$ cat src/rtl/sprite_scan_renderer.sv
// rtl/sprite_scan_renderer.sv - 32x32 one-bit sprite row fetch and per-pixel shifter for the VGA output stage
//
// Purpose: fetches the sprite ROM row for the next line during horizontal
// blank, then shifts it out one bit per pixel strobe starting at the sprite X.
// Sprite position updates are handshaken into a pending register and only
// become active at frame_start, so a sprite never tears mid-frame.
//
// Ports:
//   clk, rst_n            clock, asynchronous active-low reset
//   pix_en                pixel strobe; hcount/vcount advance when high
//   hcount, vcount        beam position from the timing generator
//   frame_start           one-cycle pulse at the start of line 0
//   pos_valid/pos_ready   position offer handshake; pos_x/pos_y = top-left
//   addRom / dataRom      registered ROM row address / combinational row data
//   mirror                (SPRITE_MIRROR_EN only) 1 = draw row LSB-first
//   pixel_on              registered sprite pixel for the current column
//   busy                  FSM not idle
//
// Build option: define SPRITE_MIRROR_EN to add the mirror input.

module sprite_scan_renderer #(
    parameter int H_ACTIVE = 640,
    parameter int V_ACTIVE = 480,
    parameter int V_TOTAL  = 525,
    parameter int COORD_W  = 10
) (
    input  logic               clk,
    input  logic               rst_n,
    input  logic               pix_en,
    input  logic [COORD_W-1:0] hcount,
    input  logic [COORD_W-1:0] vcount,
    input  logic               frame_start,
    input  logic               pos_valid,
    input  logic [COORD_W-1:0] pos_x,
    input  logic [COORD_W-1:0] pos_y,
`ifdef SPRITE_MIRROR_EN
    input  logic               mirror,
`endif
    output logic               pos_ready,
    output logic [4:0]         addRom,
    input  logic [31:0]        dataRom,
    output logic               pixel_on,
    output logic               busy
);

    localparam logic [COORD_W-1:0] H_ACT  = COORD_W'(H_ACTIVE);
    localparam logic [COORD_W-1:0] V_LAST = COORD_W'(V_TOTAL - 1);
    localparam logic [COORD_W:0]   V_TOT  = (COORD_W + 1)'(V_TOTAL);
    // A geometry with more visible than total lines, or a visible width that
    // does not fit the coordinate width, can never render; disable hits.
    localparam bit GEOM_OK = (V_ACTIVE <= V_TOTAL) && (H_ACTIVE < (1 << COORD_W));

    typedef enum logic [2:0] {
        S_IDLE,
        S_FETCH,
        S_LOAD,
        S_WAIT_X,
        S_DRAW
    } state_t;

    // ---------------- position registers ----------------
    logic               pend_full_q, pend_full_d;
    logic [COORD_W-1:0] pend_x_q, pend_x_d, pend_y_q, pend_y_d;
    logic [COORD_W-1:0] act_x_q, act_x_d, act_y_q, act_y_d;
    logic               accept;

    assign pos_ready = ~pend_full_q;
    assign accept    = pos_valid & ~pend_full_q;

    always_comb begin
        pend_full_d = pend_full_q;
        pend_x_d    = pend_x_q;
        pend_y_d    = pend_y_q;
        act_x_d     = act_x_q;
        act_y_d     = act_y_q;
        if (frame_start && pend_full_q) begin
            act_x_d     = pend_x_q;
            act_y_d     = pend_y_q;
            pend_full_d = 1'b0;
        end
        // A handshake in the same cycle as a commit refills the pending slot.
        if (accept) begin
            pend_x_d    = pos_x;
            pend_y_d    = pos_y;
            pend_full_d = 1'b1;
        end
    end

    always_ff @(posedge clk or negedge rst_n) begin
        if (!rst_n) begin
            pend_full_q <= 1'b0;
            pend_x_q    <= '0;
            pend_y_q    <= '0;
            act_x_q     <= '0;
            act_y_q     <= '0;
        end else begin
            pend_full_q <= pend_full_d;
            pend_x_q    <= pend_x_d;
            pend_y_q    <= pend_y_d;
            act_x_q     <= act_x_d;
            act_y_q     <= act_y_d;
        end
    end

    // ---------------- next-line row hit ----------------
    logic [COORD_W-1:0] nxt;
    logic [COORD_W:0]   row_off;
    logic               row_hit;
    logic               fetch_go;

    // A sprite placed near the bottom of the frame continues onto the top
    // lines after vcount wraps, so the row offset is taken modulo V_TOTAL.
    // Lines above the sprite still land far outside 0..31 and miss.
    always_comb begin
        nxt = (vcount == V_LAST) ? '0 : vcount + 1'b1;
        if (nxt < act_y_q) begin
            row_off = {1'b0, nxt} + V_TOT - {1'b0, act_y_q};
        end else begin
            row_off = {1'b0, nxt} - {1'b0, act_y_q};
        end
    end

    assign row_hit  = GEOM_OK && (row_off[COORD_W:5] == '0);
    assign fetch_go = pix_en && (hcount == H_ACT) && row_hit;

    // ---------------- fetch / draw FSM ----------------
    state_t      state_q;
    logic [4:0]  addr_q;
    logic [31:0] shreg_q;
    logic [5:0]  cnt_q;
    logic        pixel_q;
    logic        out_bit;
    logic [31:0] shreg_shift;

`ifdef SPRITE_MIRROR_EN
    logic mirror_q;
    assign out_bit     = mirror_q ? shreg_q[0] : shreg_q[31];
    assign shreg_shift = mirror_q ? {1'b0, shreg_q[31:1]} : {shreg_q[30:0], 1'b0};
`else
    assign out_bit     = shreg_q[31];
    assign shreg_shift = {shreg_q[30:0], 1'b0};
`endif

    always_ff @(posedge clk or negedge rst_n) begin
        if (!rst_n) begin
            state_q <= S_IDLE;
            addr_q  <= '0;
            shreg_q <= '0;
            cnt_q   <= '0;
            pixel_q <= 1'b0;
`ifdef SPRITE_MIRROR_EN
            mirror_q <= 1'b0;
`endif
        end else begin
            case (state_q)
                S_IDLE: begin
                    if (fetch_go) begin
                        addr_q  <= row_off[4:0];
                        state_q <= S_FETCH;
                    end
                end
                S_FETCH: begin
                    shreg_q <= dataRom;
                    state_q <= S_LOAD;
                end
                S_LOAD: begin
`ifdef SPRITE_MIRROR_EN
                    mirror_q <= mirror;
`endif
                    if (pix_en && hcount == '0) begin
                        // The hcount==0 strobe is consumed here, so a sprite
                        // at X=0 must start drawing on this same strobe.
                        if (act_x_q == '0) begin
                            pixel_q <= out_bit;
                            shreg_q <= shreg_shift;
                            cnt_q   <= 6'd1;
                            state_q <= S_DRAW;
                        end else begin
                            state_q <= S_WAIT_X;
                        end
                    end
                end
                S_WAIT_X: begin
                    if (pix_en) begin
                        if (hcount == H_ACT) begin
                            // Off-screen X: give up, but still take this
                            // blank's fetch for the following line.
                            addr_q  <= row_off[4:0];
                            state_q <= fetch_go ? S_FETCH : S_IDLE;
                        end else if (hcount == act_x_q) begin
                            pixel_q <= out_bit;
                            shreg_q <= shreg_shift;
                            cnt_q   <= 6'd1;
                            state_q <= S_DRAW;
                        end
                    end
                end
                S_DRAW: begin
                    if (pix_en) begin
                        if (hcount >= H_ACT || cnt_q == 6'd32) begin
                            pixel_q <= 1'b0;
                            if (fetch_go) begin
                                addr_q <= row_off[4:0];
                            end
                            state_q <= fetch_go ? S_FETCH : S_IDLE;
                        end else begin
                            pixel_q <= out_bit;
                            shreg_q <= shreg_shift;
                            cnt_q   <= cnt_q + 6'd1;
                        end
                    end
                end
                default: begin
                    state_q <= S_IDLE;
                    pixel_q <= 1'b0;
                end
            endcase
        end
    end

    assign addRom   = addr_q;
    assign pixel_on = pixel_q;
    assign busy     = (state_q != S_IDLE);

endmodule

$ cat config.mk
export PLATFORM = sky130hd
export DESIGN_NAME = sprite_scan_renderer
export DESIGN_NICKNAME = d
export VERILOG_FILES = /design/src/rtl/sprite_scan_renderer.sv
export SDC_FILE = /design/constraint.sdc
export NUM_CORES = 1
export LEC_CHECK = 0
export BUFFER_PORTS_ARGS = -buffer_cell sky130_fd_sc_hd__buf_4
export CAP_MARGIN = 20
export CORE_UTILIZATION = 52
export DETAILED_ROUTE_END_ITERATION = 10
export PLACE_DENSITY = 0.87
export SLEW_MARGIN = 20
export SYNTH_ARGS = -nofsm -noshare
export SYNTH_HDL_FRONTEND = slang
export SYNTH_SLANG_ARGS = --single-unit
$ cat constraint.sdc
create_clock -name clk -period 3 [get_ports clk]
set_input_delay 0.3 -clock clk [delete_from_list [all_inputs] [get_ports clk]]
set_output_delay 0.3 -clock clk [all_outputs]
set_load 0.005 [all_outputs]
# Yosys cells after proc, flatten, opt, wreduce, memory -nomap -nowiden
# Index checks and enable logic that the tools add are counted.
[op_classes]
n_addsub = 5
magnitude_cmp = 2
eq_ne = 19
muxes = 44
bitwise = 3
reduce_logical = 20
[ops]
columns = ["cell", "n"]
rows = [
  ["two-way mux 32 bit", 7],
  ["one-hot mux 32 bit (4 select lines)", 1],
  ["two-way mux 6 bit", 7],
  ["two-way mux 5 bit", 5],
  ["two-way mux 3 bit", 8],
  ["equality test 10 bit, second input constant", 2],
  ["zero test 10 bit", 2],
  ["inequality test 2 bit, second input constant", 10],
  ["one-hot mux 6 bit (3 select lines)", 1],
  ["AND reduction 8 bit", 2],
  ["one-hot mux 3 bit (5 select lines)", 1],
  ["one-hot mux 5 bit (3 select lines)", 1],
  ["adder 10 x 10 -> 11 bit, second input constant", 1],
  ["two-way mux 11 bit", 1],
  ["subtractor 10 x 10 -> 11 bit", 1],
  ["subtractor 11 x 10 -> 11 bit", 1],
  ["adder 10 x 1 -> 10 bit, second input constant", 1],
  ["equality test 10 bit", 1],
  [">= comparator 10 bit, second input constant", 1],
  ["less-than comparator 10 bit", 1],
  ["two-way mux 1 bit", 10],
  ["two-way mux 10 bit", 1],
  ["nonzero test 3 bit", 3],
  ["AND reduction 7 bit", 1],
  ["18 further kinds", 23],
]
[word_totals]
ff_bits = 88
input_bits = 77
out_inout_bits = 8
word_cells = 103

# Logic depth before layout (Yosys ltp)
[logic_depth]
word_depth = 11
depth_mapped = 18
mapped_depth_nobuf = 18

# Worst setup path before layout
# No wires, ideal clock.
[synth_path]
path_type = "input -> register"
startpoint = "input vcount[3]"
endpoint = "register addr_q[0], in the netlist addRom[0]"
setup_ns = 0.125
t_arrival_ns = 3.800
t_required_ns = 2.875
slack_ns = -0.925
stages = 17
n_path_buf = 0
path_cell_list = "and2_1 > nand4_1 > nor4_1 > nand2b_1 > inv_1 > ha_1 > inv_1 > ha_1 > fa_1 > and3_1 > o21ai_0 > a21oi_1 > or3_1 > a2bb2o_1 > o32ai_2 > a21oi_2 > mux2_4"
[synth_via]
elab_chain_cells = 11
word_cells_on_any_way = 16
classes_between = "4 x add/sub; 1 x order compare; 1 x eq/ne; 8 x mux; 2 x reduce/logical"
[synth_rtl]
columns = ["item", "line_no", "source"]
rows = [
  ["from (decl)", "31", "input logic [COORD_W-1:0] vcount,"],
  ["adder 10 x 1 -> 10 bit or equality test 10 bit (tied branches)", "115", "nxt = (vcount == V_LAST) ? '0 : vcount + 1'b1;"],
  ["two-way mux 10 bit (*)", "115", ""],
  ["adder 10 x 10 -> 11 bit", "117", "row_off = {1'b0, nxt} + V_TOT - {1'b0, act_y_q};"],
  ["subtractor 11 x 10 -> 11 bit", "117", ""],
  ["two-way mux 11 bit (*)", "116", "if (nxt < act_y_q) begin"],
  ["zero test 6 bit", "123", "assign row_hit = GEOM_OK && (row_off[COORD_W:5] == '0);"],
  ["logical AND 1 bit", "124", "assign fetch_go = pix_en && (hcount == H_ACT) && row_hit;"],
  ["two-way mux 5 bit", "157, 202", ""],
  ["two-way mux 5 bit", "200", "if (hcount >= H_ACT || cnt_q == 6'd32) begin"],
  ["two-way mux 5 bit", "199", "if (pix_en) begin"],
  ["one-hot mux 5 bit (3 select lines) (*)", "155", "case (state_q)"],
  ["to (signal assigned)", "158", "addr_q <= row_off[4:0];"],
  ["to (signal assigned)", "188", "addr_q <= row_off[4:0];"],
  ["to (signal assigned)", "203", "addr_q <= row_off[4:0];"],
  ["to (decl)", "128", "logic [4:0] addr_q;"],
]
# Mark *: on every way between the ends. The rest lies on a longest branch, timed or not. The select of a mux whose other input is x is not followed.
# A chain may end at the register's enable or synchronous reset.

# Worst setup path in the final report
[layout_path]
startpoint = "input vcount[2]"
endpoint = "register addr_q[2], in the netlist addRom[2]"
# Same word-level chain as after synthesis.

==> qor.yml <==
floorplan:
  io_pins: 85
  design.core.area_um2: 9955
  rows: 36
  chipHeight_um: 104.1
  dieWidth_um: 104.1
  die_area_um2: 10830
  initial_core_util_pct: 54.42
finish:
  final_cells: 844
  antenna_cells: 0
  final_common_cell: "buf_4"
  area_growth_pct: 35.52
  final_cell_mix: "167 x buf_4, 88 x dfrtp_1, 51 x nand2_1"
  drive_above_1_share_pct: 40.93
  nets: 819
timing:
  final-hold-violation-count: 21
  rsz0062_at_grt: "true"
  worst_pin_slew_ns: 0.9505
  drv_slew: 0
  setup_viol: 6
  fin_crit_ns: 3.813
  fin_skew_ns: 0.01934
  holdWs_ns: -0.01244
  setup_slack_ns: -0.8128
  finalCritPeriodShare_pct: 127.1
  slew_headroom_pct: 35.83
  max_freq_mhz: 262.3
clock_network:
  clk_latency_ns: 0.37
  cts_made_buffers: 9
  htree_levels: 3
  cts_tree: "yes"
  clkTransAtPathRegs_ns: 0.10
  clockBufferDepth: 2
  clock-sinks: 88
  cts_root_buf: "clkbuf_8"
power_and_ir_drop:
  power_switching_uw: 2990
  p_leak_uw: 0.003461
  p_comb_share_pct: 60.0
  p_int_uw: 3966
  switching_share_pct: 42.98
  finalPower_uw: 6956
  peakVddDrop_mv: 0.4759
  p_per_area_nw_per_um2: 947.4
  clockPowerShare_pct: 11.9
  p_seq_share_pct: 28.1
outcome:
  outcome: "finished with violations"
  violations: "hold timing, setup timing"
worst_setup_path:
  crit_required_ns: 3.26
  path_max_fanout: 5
  ff2ff_path_depth: 12
  max_stage_delay_ns: 0.55
  cp-end-kind: "flop"
  path_common_cell: "buf_4"
  critPathKind: "input pin to flop"
  critPathLaunchType: "input pin"
  slowest_stage: "or4_1"
  r2r_slack_ns: -0.52
  crit_chain: "buf_4, and2_4, nand4_1, nor4_4, buf_4, nand2b_4, buf_4, ha_2, inv_2, ha_4, a21o_1, a31o_4, a211oi_2, or4_1, or4_4, o32ai_4, a21oi_4, mux2_4"
  timing.rr.start: "act_y_q[6]$_DFFE_PN0P_"
  reg2reg_to: "addRom[2]$_DFFE_PN0P_"
  worstPathArrival_ns: 4.07
yosys:
  ys_seq_elements: 88
  async_flop_share_pct: 100.0
  synth_flop_cell: "dfrtp_1"
  synthCells: 539
  yosys_warnings: 0
  netlist_area_um2: 5418
  synth.distinct_cells: 52
  synth_edf_count: 0
  seq_area_frac_synth_pct: 40.65
  synth_nets: 652
  avgSynthCellArea_um2: 10.05
global_route:
  antenna_found_initial: 0
  grt_use_total_pct: 28.21
  grt_pass1_wl_um: 24080
  grt-ovfl-total: 0
  grt_max_degree: 89
  grt_pass1_vias: 4845
routing:
  wl_um: 16980
  ant_nets: 0
  drc_errors: 0
  wl_per_cell_um: 20.11
  vias_per_cell: 6.041
  vias: 5099
  firstDrtPassIters: 5
  drt_iter0_drc: 421
place:
  gp_congestion: 0.9133
  hpwl_um: 10190
  port_buffers: 84
  dp_cells: 814
flow_run:
  drv_cap: 0
hold_path:
  hp-class: "input pin to asynchronous set/reset pin"
sequential cells by signal (all words and copies together) (netlist names):
| register | count |
|---|---|
| addRom | 5 |
| shreg_q | 32 |
| act_x_q | 10 |
| cnt_q | 6 |
| pend_x_q | 10 |
| pixel_on | 1 |
| state_q | 3 |
| act_y_q | 10 |
| pend_y_q | 10 |
| pend_full_q | 1 |
Yosys cell counts (15+ instances only):
cell type,instances,share of area (%)
xnor2_1,16,2.6
a21oi_1,18,1.7
dfrtp_1,88,41
clkbuf_1,15,1.0
nand2_1,52,3.6
ha_1,29,6.7
nor2_1,25,1.7
xor2_1,16,2.6
o21ai_0,45,4.2
mux2i_1,34,6.3
inv_1,39,2.7
mux2_2,40,8.3
metrics by stage:
stage,setup WS [ns],util (%),hold slack [ns],cell area [um^2],TNS [ns]
after floorplan,-0.8611,-,0.004409,5439,-4.774
after global routing,-0.9375,73.76,0.04771,7342,-5.412
after CTS,-0.6721,72.13,0.1530,7181,-3.720
after detailed placement,-1.235,67.66,0.4740,6735,-7.080
final,-0.8128,73.76,-0.01244,7342,-4.682
after global placement,-0.9943,67.66,0.4605,6735,-5.709
routing by layer:
layer / vias up / global-route usage (%) / share of wire (%)
li1: 2213 / - / -
met1: 2424 / 35.10 / 38
met2: 342 / 48.19 / 48
met3: 120 / 5.326 / 7.6
met4: 0 / 11.63 / 5.9
met5: - / 0 / 0
layout make-up:
type	count	area [um^2]
timing repair buffer	173	1325
clock inverter	6	67.56
sequential	88	2202
tap	133	166.4
multi-input combinational	395	3294
fill	564	2613
inverter	39	158.9
clock buffer	10	127.6
logic make-up after synthesis:
family	count (synthesis)	synth area share [%]
flops	88	40.65
simple gates	149	13.72
buf+inv	56	3.903
mux	79	15.98
fa+ha+maj	36	9.284
xor+xnor	32	5.173
compound gates	99	11.29
power by group through the flow:
| stage | sequential (uW) | clock, uW | combinational, uW |
|---|---|---|---|
| after global placement | 1900 | 0 | 3270 |
| final | 1950 | 830 | 4170 |
| after global routing | 1990 | 882 | 4450 |
| after floorplan | 1830 | 0 | 2320 |
| after detailed placement | 1930 | 0 | 3480 |
| after CTS | 1920 | 827 | 3720 |
worst max path at each step:
stage                            endpoint      start  depth (start not counted)  slack [ns]
floorplan           addRom[0]$_DFFE_PN0P_  vcount[2]                         16       -0.86
global placement    addRom[4]$_DFFE_PN0P_  vcount[2]                         17       -0.99
detailed placement  addRom[2]$_DFFE_PN0P_  vcount[0]                         19       -1.23
CTS                 addRom[2]$_DFFE_PN0P_  vcount[0]                         18       -0.67
global route        addRom[2]$_DFFE_PN0P_  vcount[3]                         20       -0.94
finish              addRom[2]$_DFFE_PN0P_  vcount[2]                         18       -0.81
critical path: cells and delay by family:
family	cells	cell delay (ns)
AND/OR/NAND/NOR	6	1.83
AO/OA/AOI/OAI	5	0.70
buffers and inverters	4	0.47
adder cells (fa/ha/maj)	2	0.44
multiplexers	1	0.33
repair_timing:
action | in CTS | in global routing
hold buffers | 0 | 0
gates resized for setup | 45 | 20
pin swaps | 17 | 15
setup buffers | 4 | 10
setup endpoints to repair | 6 | 6
Note: power is estimated with default switching activity, not from simulation.
